$ cat src/rtl/park_gate_arbiter.sv
// Parking gate controller: round-robin entry/exit arbitration, entry password check, occupancy count.
// Grants one cycle after the sampled request; define PARK_PWD_TIMEOUT_EN to bound the CHECK_PWD wait.
module park_gate_arbiter #(
  parameter int CAPACITY    = 8,
  parameter int CNT_W       = 4,
  parameter int PWD_TIMEOUT = 16,
  parameter int CLOSE_HOLD  = 4
) (
  input  logic             clk,
  input  logic             rst,
  input  logic             entry_req,
  input  logic             exit_req,
  input  logic             pass_sensor,
  input  logic             passwd_valid,
  input  logic             passwd_ok,
  output logic             passwd_rqst,
  output logic             gate_open,
  output logic             gate_close,
  output logic             grant_entry,
  output logic             grant_exit,
  output logic [CNT_W-1:0] occupancy,
  output logic             full,
  output logic             empty,
  output logic             pwd_fail
);

  typedef enum logic [2:0] {
    S_IDLE      = 3'd0,
    S_CHECK_PWD = 3'd1,
    S_OPEN_IN   = 3'd2,
    S_OPEN_OUT  = 3'd3,
    S_CLOSE     = 3'd4
  } state_t;

  localparam int CL_W = $clog2(CLOSE_HOLD + 1);

  state_t          state;
  state_t          state_nxt;
  logic            last_entry;
  logic [CL_W-1:0] close_cnt;
  logic            close_done;
  logic            entry_ok;
  logic            exit_ok;
  logic            pwd_timeout;

  assign full       = (occupancy == CNT_W'(CAPACITY));
  assign empty      = (occupancy == '0);
  assign entry_ok   = entry_req && !full;
  assign exit_ok    = exit_req && !empty;
  assign close_done = (close_cnt == CL_W'(CLOSE_HOLD - 1));

`ifdef PARK_PWD_TIMEOUT_EN
  localparam int PT_W = $clog2(PWD_TIMEOUT + 1);
  logic [PT_W-1:0] pwd_cnt;

  always_ff @(posedge clk) begin
    if (rst || state != S_CHECK_PWD) pwd_cnt <= '0;
    else                             pwd_cnt <= pwd_cnt + PT_W'(1);
  end

  assign pwd_timeout = (pwd_cnt == PT_W'(PWD_TIMEOUT - 1));
`else
  // Timeout disabled: CHECK_PWD waits for passwd_valid indefinitely.
  assign pwd_timeout = 1'b0;
`endif

  always_ff @(posedge clk) begin
    if (rst) state <= S_IDLE;
    else     state <= state_nxt;
  end

  always_comb begin
    state_nxt = state;
    case (state)
      S_IDLE: begin
        // Both eligible: the lane not served last time wins.
        if (entry_ok && (!exit_ok || !last_entry)) state_nxt = S_CHECK_PWD;
        else if (exit_ok)                          state_nxt = S_OPEN_OUT;
      end
      S_CHECK_PWD: begin
        if (passwd_valid)     state_nxt = passwd_ok ? S_OPEN_IN : S_IDLE;
        else if (pwd_timeout) state_nxt = S_IDLE;
      end
      S_OPEN_IN, S_OPEN_OUT: begin
        if (pass_sensor) state_nxt = S_CLOSE;
      end
      S_CLOSE: begin
        if (close_done) state_nxt = S_IDLE;
      end
      default: state_nxt = S_IDLE;
    endcase
  end

  always_comb begin
    passwd_rqst = 1'b0;
    gate_open   = 1'b0;
    gate_close  = 1'b0;
    grant_entry = 1'b0;
    grant_exit  = 1'b0;
    case (state)
      S_CHECK_PWD: begin
        passwd_rqst = 1'b1;
        grant_entry = 1'b1;
      end
      S_OPEN_IN: begin
        gate_open   = 1'b1;
        grant_entry = 1'b1;
      end
      S_OPEN_OUT: begin
        gate_open  = 1'b1;
        grant_exit = 1'b1;
      end
      S_CLOSE: gate_close = 1'b1;
      default: ;
    endcase
  end

  always_ff @(posedge clk) begin
    if (rst) begin
      last_entry <= 1'b0;
      pwd_fail   <= 1'b0;
      close_cnt  <= '0;
      occupancy  <= '0;
    end else begin
      if (state == S_IDLE && state_nxt == S_CHECK_PWD) last_entry <= 1'b1;
      if (state == S_IDLE && state_nxt == S_OPEN_OUT)  last_entry <= 1'b0;
      pwd_fail <= (state == S_CHECK_PWD) && (state_nxt == S_IDLE);
      if (state == S_CLOSE) close_cnt <= close_cnt + CL_W'(1);
      else                  close_cnt <= '0;
      // Count moves on the same edge that leaves the open state; saturates at both ends.
      if (state == S_OPEN_IN && pass_sensor && !full)
        occupancy <= occupancy + CNT_W'(1);
      else if (state == S_OPEN_OUT && pass_sensor && !empty)
        occupancy <= occupancy - CNT_W'(1);
    end
  end

endmodule

$ cat config.mk
export PLATFORM = sky130hd
export DESIGN_NAME = park_gate_arbiter
export DESIGN_NICKNAME = d
export VERILOG_FILES = /design/src/rtl/park_gate_arbiter.sv
export SDC_FILE = /design/constraint.sdc
export NUM_CORES = 1
export LEC_CHECK = 0
export CORE_MARGIN = 2
export CORE_UTILIZATION = 49
export CTS_CLUSTER_DIAMETER = 50
export CTS_CLUSTER_SIZE = 14
export DETAILED_ROUTE_END_ITERATION = 16
export GPL_ROUTABILITY_DRIVEN = 0
export PLACE_DENSITY_LB_ADDON = 0.25
export SLEW_MARGIN = 10
export SYNTH_ARGS = -nofsm -noshare
export SYNTH_HDL_FRONTEND = slang
export SYNTH_SLANG_ARGS = --single-unit
$ cat constraint.sdc
create_clock -name clk -period 5.6 [get_ports clk]
set_clock_uncertainty 0.2 [all_clocks]
set_input_delay 0.84 -clock clk [delete_from_list [all_inputs] [get_ports clk]]
set_output_delay 0.84 -clock clk [all_outputs]
set_load 0.05 [all_outputs]
After elaboration in Yosys (flattened, before gate mapping)
Index checks and enable logic that the tools add are counted.
W data, S select, Z words.
Operators by class
  add/sub/neg operators: 3
  multipliers: 0
  div/mod/pow operators: 0
  $lt $le $gt $ge: 0
  eq/ne operators: 8
  shifts and indexed selects: 0
  muxes and demuxes: 14
  bitwise operators: 1
  reductions and logical operators: 23
Operators with widths (count)
  $mux W3: 5
  $eq A3 B2 Y1 const B: 4
  $pmux W3 S4: 1
  $logic_and A1 B1 Y1: 10
  $mux W4: 2
  $reduce_or A2 Y1: 4
  $eq A3 B1 Y1 const B: 2
  $logic_not A3 Y1: 2
  $mux W1: 5
  $add A4 B1 Y4 const B: 1
  $eq A4 B4 Y1 const B: 1
  $logic_not A1 Y1: 4
  $logic_not A4 Y1: 1
  $sub A4 B1 Y4 const B: 1
  $add A3 B1 Y3 const B: 1
  $eq A3 B3 Y1 const B: 1
  $mux W2: 1
  $reduce_bool A2 Y1: 1
  $logic_or A1 B1 Y1: 1
  $not A1 Y1: 1
Word-level totals
  register bits after elaboration: 12
  bits in latches: 0
  memory bits (writable): 0
  memory bits (read-only): 0
  input bits: 7
  output and inout port bits: 12
  word-level logic and storage cells: 54
  memories: 0

Depth between registers and ports, before layout
  depth in word-level cells: 11
  gate-level depth with buffers: 8
  gate-level depth less buffers: 8

Least setup slack after synthesis
No wires, ideal clock.
  path type: reg2out
  start: reg state[1]
  end: out grant_exit
  arrival: 1.874 ns
  data required time: 4.560 ns
  slack: 2.686 ns
  cell stages (with the launch flop): 4
  buffers on the path: 1
  path through: dfxtp_1 -> clkbuf_1 -> nor2b_1 -> and2_1
On the way
  word-level cells in the longest chain between the ends: 2
Ends and longest elaborated chain
  from (decl): line 37  | state_t state;
  from (signal assigned): line 69  | else state <= state_nxt;
  $eq A3 B2 Y1: line 100  | case (state)
  $mux W1: line 100
  to (decl): line 20  | output logic grant_exit,
No other way between the ends.

Final worst setup path
  start: reg occupancy[0]
  end: out full
On the way
  word-level cells in the longest chain between the ends: 1
Ends and longest elaborated chain
  from (decl): line 21  | output logic [CNT_W-1:0] occupancy,
  from (signal assigned): line 132  | occupancy <= occupancy + CNT_W'(1);
  from (signal assigned): line 134  | occupancy <= occupancy - CNT_W'(1);
  $eq A4 B4 Y1: line 46  | assign full = (occupancy == CNT_W'(CAPACITY));
  to (decl): line 22  | output logic full,
No other way between the ends.

==> results.yml <==
run_status:
  outcome: "complete, no violations"
sta:
  finalSetupTns_ps: 0
  setup_viol: 0
  rsz0062_at_grt: "no"
  whs_ps: 218.6
  relSlewSlack_pct: 66.51
  final-max-slew-violation-count: 0
  fin_crit_ps: 3176
  tightest_slew_ps: 500.8
  report.final.hold_viol_count: 0
  fmax_mhz: 314.9
  fin_crit_sh_pct: 56.71
worst_setup_path:
  arrival_ps: 2140
  crit_required_ps: 4560
  cpPeakStageDelay_ps: 790
  crit_slowest_cell: "clkdlybuf4s50_1"
  crit_buf_inv: 2
  crit_fanout: 8
  critical_path_class: "flop to output port"
  crit_chain: "or4b_4, inv_2, clkdlybuf4s50_1"
  critPathTopFamily: "buffers and inverters"
  end_kind: "output port"
  startpoint_type: "flop"
route:
  vias: 630
  viasPerCell: 5.431
  drt-pass1-iter-count: 4
  drtIter0Drc: 9
  drc: 0
  drt_wl_total_um: 1449
  ant_nets: 0
  wl_per_cell_um: 12.49
yosys:
  ys_top_cells_by_count: "dfxtp_1, nor2_1, a21oi_1, nand2_1, nor3_1"
  yosysTopAreaCellShare_pct: 33.92
  yosys_warnings: 0
  ys_types: 31
  syn_area_um2: 708.2
  synth_top_cell_by_area: "dfxtp_1"
  synth_top_flop_cell: "dfxtp_1"
  avgSynthCellArea_um2: 8.431
  syn-instance-count: 84
  synth_edf_count: 0
  synth_most_common_cell: "dfxtp_1"
  synth_area_leaders: "dfxtp_1, ha_1, a21oi_1, mux2i_1, nor3_1"
  synth-seq-cells: 12
  async_reset_ff_share_pct: 0
  synth_fp_nets: 96
  yosysSeqAreaShare_pct: 33.92
floorplanning:
  start_util_pct: 53.75
  dieArea_um2: 1765
  fp-row-count: 13
  fp.dieH_um: 42.02
  core_area_um2: 1318
  dieWidth_um: 42.02
  io_pins: 19
grt:
  grt_max_degree: 14
  grt_util_met2_pct: 30.94
  grtUsageMet3_pct: 4.741
  grt-busiest-layer: "met2"
  antenna_found_initial: 0
  grt_pass1_vias: 592
  track_usage_pct: 18.39
  overflow: 0
  grt_pass1_wl_um: 2573
  grtUsageMet1_pct: 23.86
final_layout:
  antenna_cells: 0
  seq_area_um2: 240.2
  multi_input_area_um2: 430.4
  syn_to_final_growth_pct: 29.15
  nets: 115
  fillers: 113
  drive_above_1_share_pct: 6.931
placement:
  dp_hpwl_um: 1079
  port_buffers: 18
clock_tree:
  ctsHtreeMaxLevel: 1
  postCtsSetupRepairBufs: 0
  cts_buffer_depth: 2
  cts_buffers: 3
  clock_sinks: 12
  cts.clk_slew.worst_paths_ps: 70
  hold_buffers: 0
  cts_root_buffer: "clkbuf_4"
  clk_latency_ps: 260
  cts_resized: 0
  cts_tree: "yes"
power:
  powerDensity_nw_per_um2: 215.0
  ir_worst_vdd_uv: 160.5
  leakage_uw: 0.0003674
min_path:
  hold_path_class: "flop to flop"
job:
  drv_cap: 0
worst paths after layout:
kind	start	slack [ps]	endpoint	cells past startpoint
max reg2reg	occupancy[0]$_SDFFE_PP0P_	3050	occupancy[3]$_SDFFE_PP0P_	8
min	close_cnt[0]$_SDFF_PP0_	220	close_cnt[0]$_SDFF_PP0_	1
max	occupancy[0]$_SDFFE_PP0P_	2420	full	3
min reg2reg	close_cnt[0]$_SDFF_PP0_	220	close_cnt[0]$_SDFF_PP0_	1
cell type report:
| cell class | instances | share of cell area, % |
|---|---|---|
| repair buffers | 18 | 19.70 |
| flip-flops and latches | 12 | 26.27 |
| well taps | 15 | 2.052 |
| inverters | 6 | 2.462 |
| clock buffers | 3 | 2.462 |
| multi-input cells | 62 | 47.06 |
stage by stage:
step	setup slack, ps	cells	power [uW]	util (%)	area (um2)
after floorplan	2686	84	130.0	-	708.2
after global placement	2342	113	145.8	67.71	892.1
after detailed placement	2257	113	146.4	67.71	892.1
after CTS	2424	116	198.7	69.42	914.6
after global routing	2360	116	206.5	69.42	914.6
final	2424	116	196.7	69.42	914.6
flip-flops by register name (all words and copies together), names as in the netlist:
name,count
close_cnt,3
last_entry,1
occupancy,4
pwd_fail,1
state,3
cells in the final DEF (no fill, tap or decap), types with 2 or more instances in the layout:
cell	n
clkbuf_4	3
mux2i_1	3
and2_1	2
clkdlybuf4s50_1	18
ha_1	4
inv_1	5
or3_1	3
nor2_1	8
nand2b_1	4
a21oi_1	6
nor3b_1	2
nand2_1	6
xnor2_1	2
dfxtp_1	12
nor3_1	6
cells by family (layout without fill, tap and decap cells):
family,after synthesis,count (layout),synth area share [%]
AO/OA/AOI/OAI,14,14,13.78
multiplexers,3,3,4.240
XOR/XNOR,3,3,3.711
AND/OR/NAND/NOR,37,37,29.15
buffers and inverters,10,27,5.300
flip-flops,12,12,33.92
adder cells (fa/ha/maj),5,5,9.894
routing by layer:
layer / routed length (um) / up-vias
met5: 0 / -
met4: 0 / 0
met3: 74 / 0
met2: 661 / 13
met1: 713 / 289
li1: - / 328
power breakdown:
part           switching [uW]  internal [uW]
clock                    27.2           24.8
sequential               5.89           88.6
combinational            28.9           21.3
No activity file was read; power rests on OpenSTA's default activity.
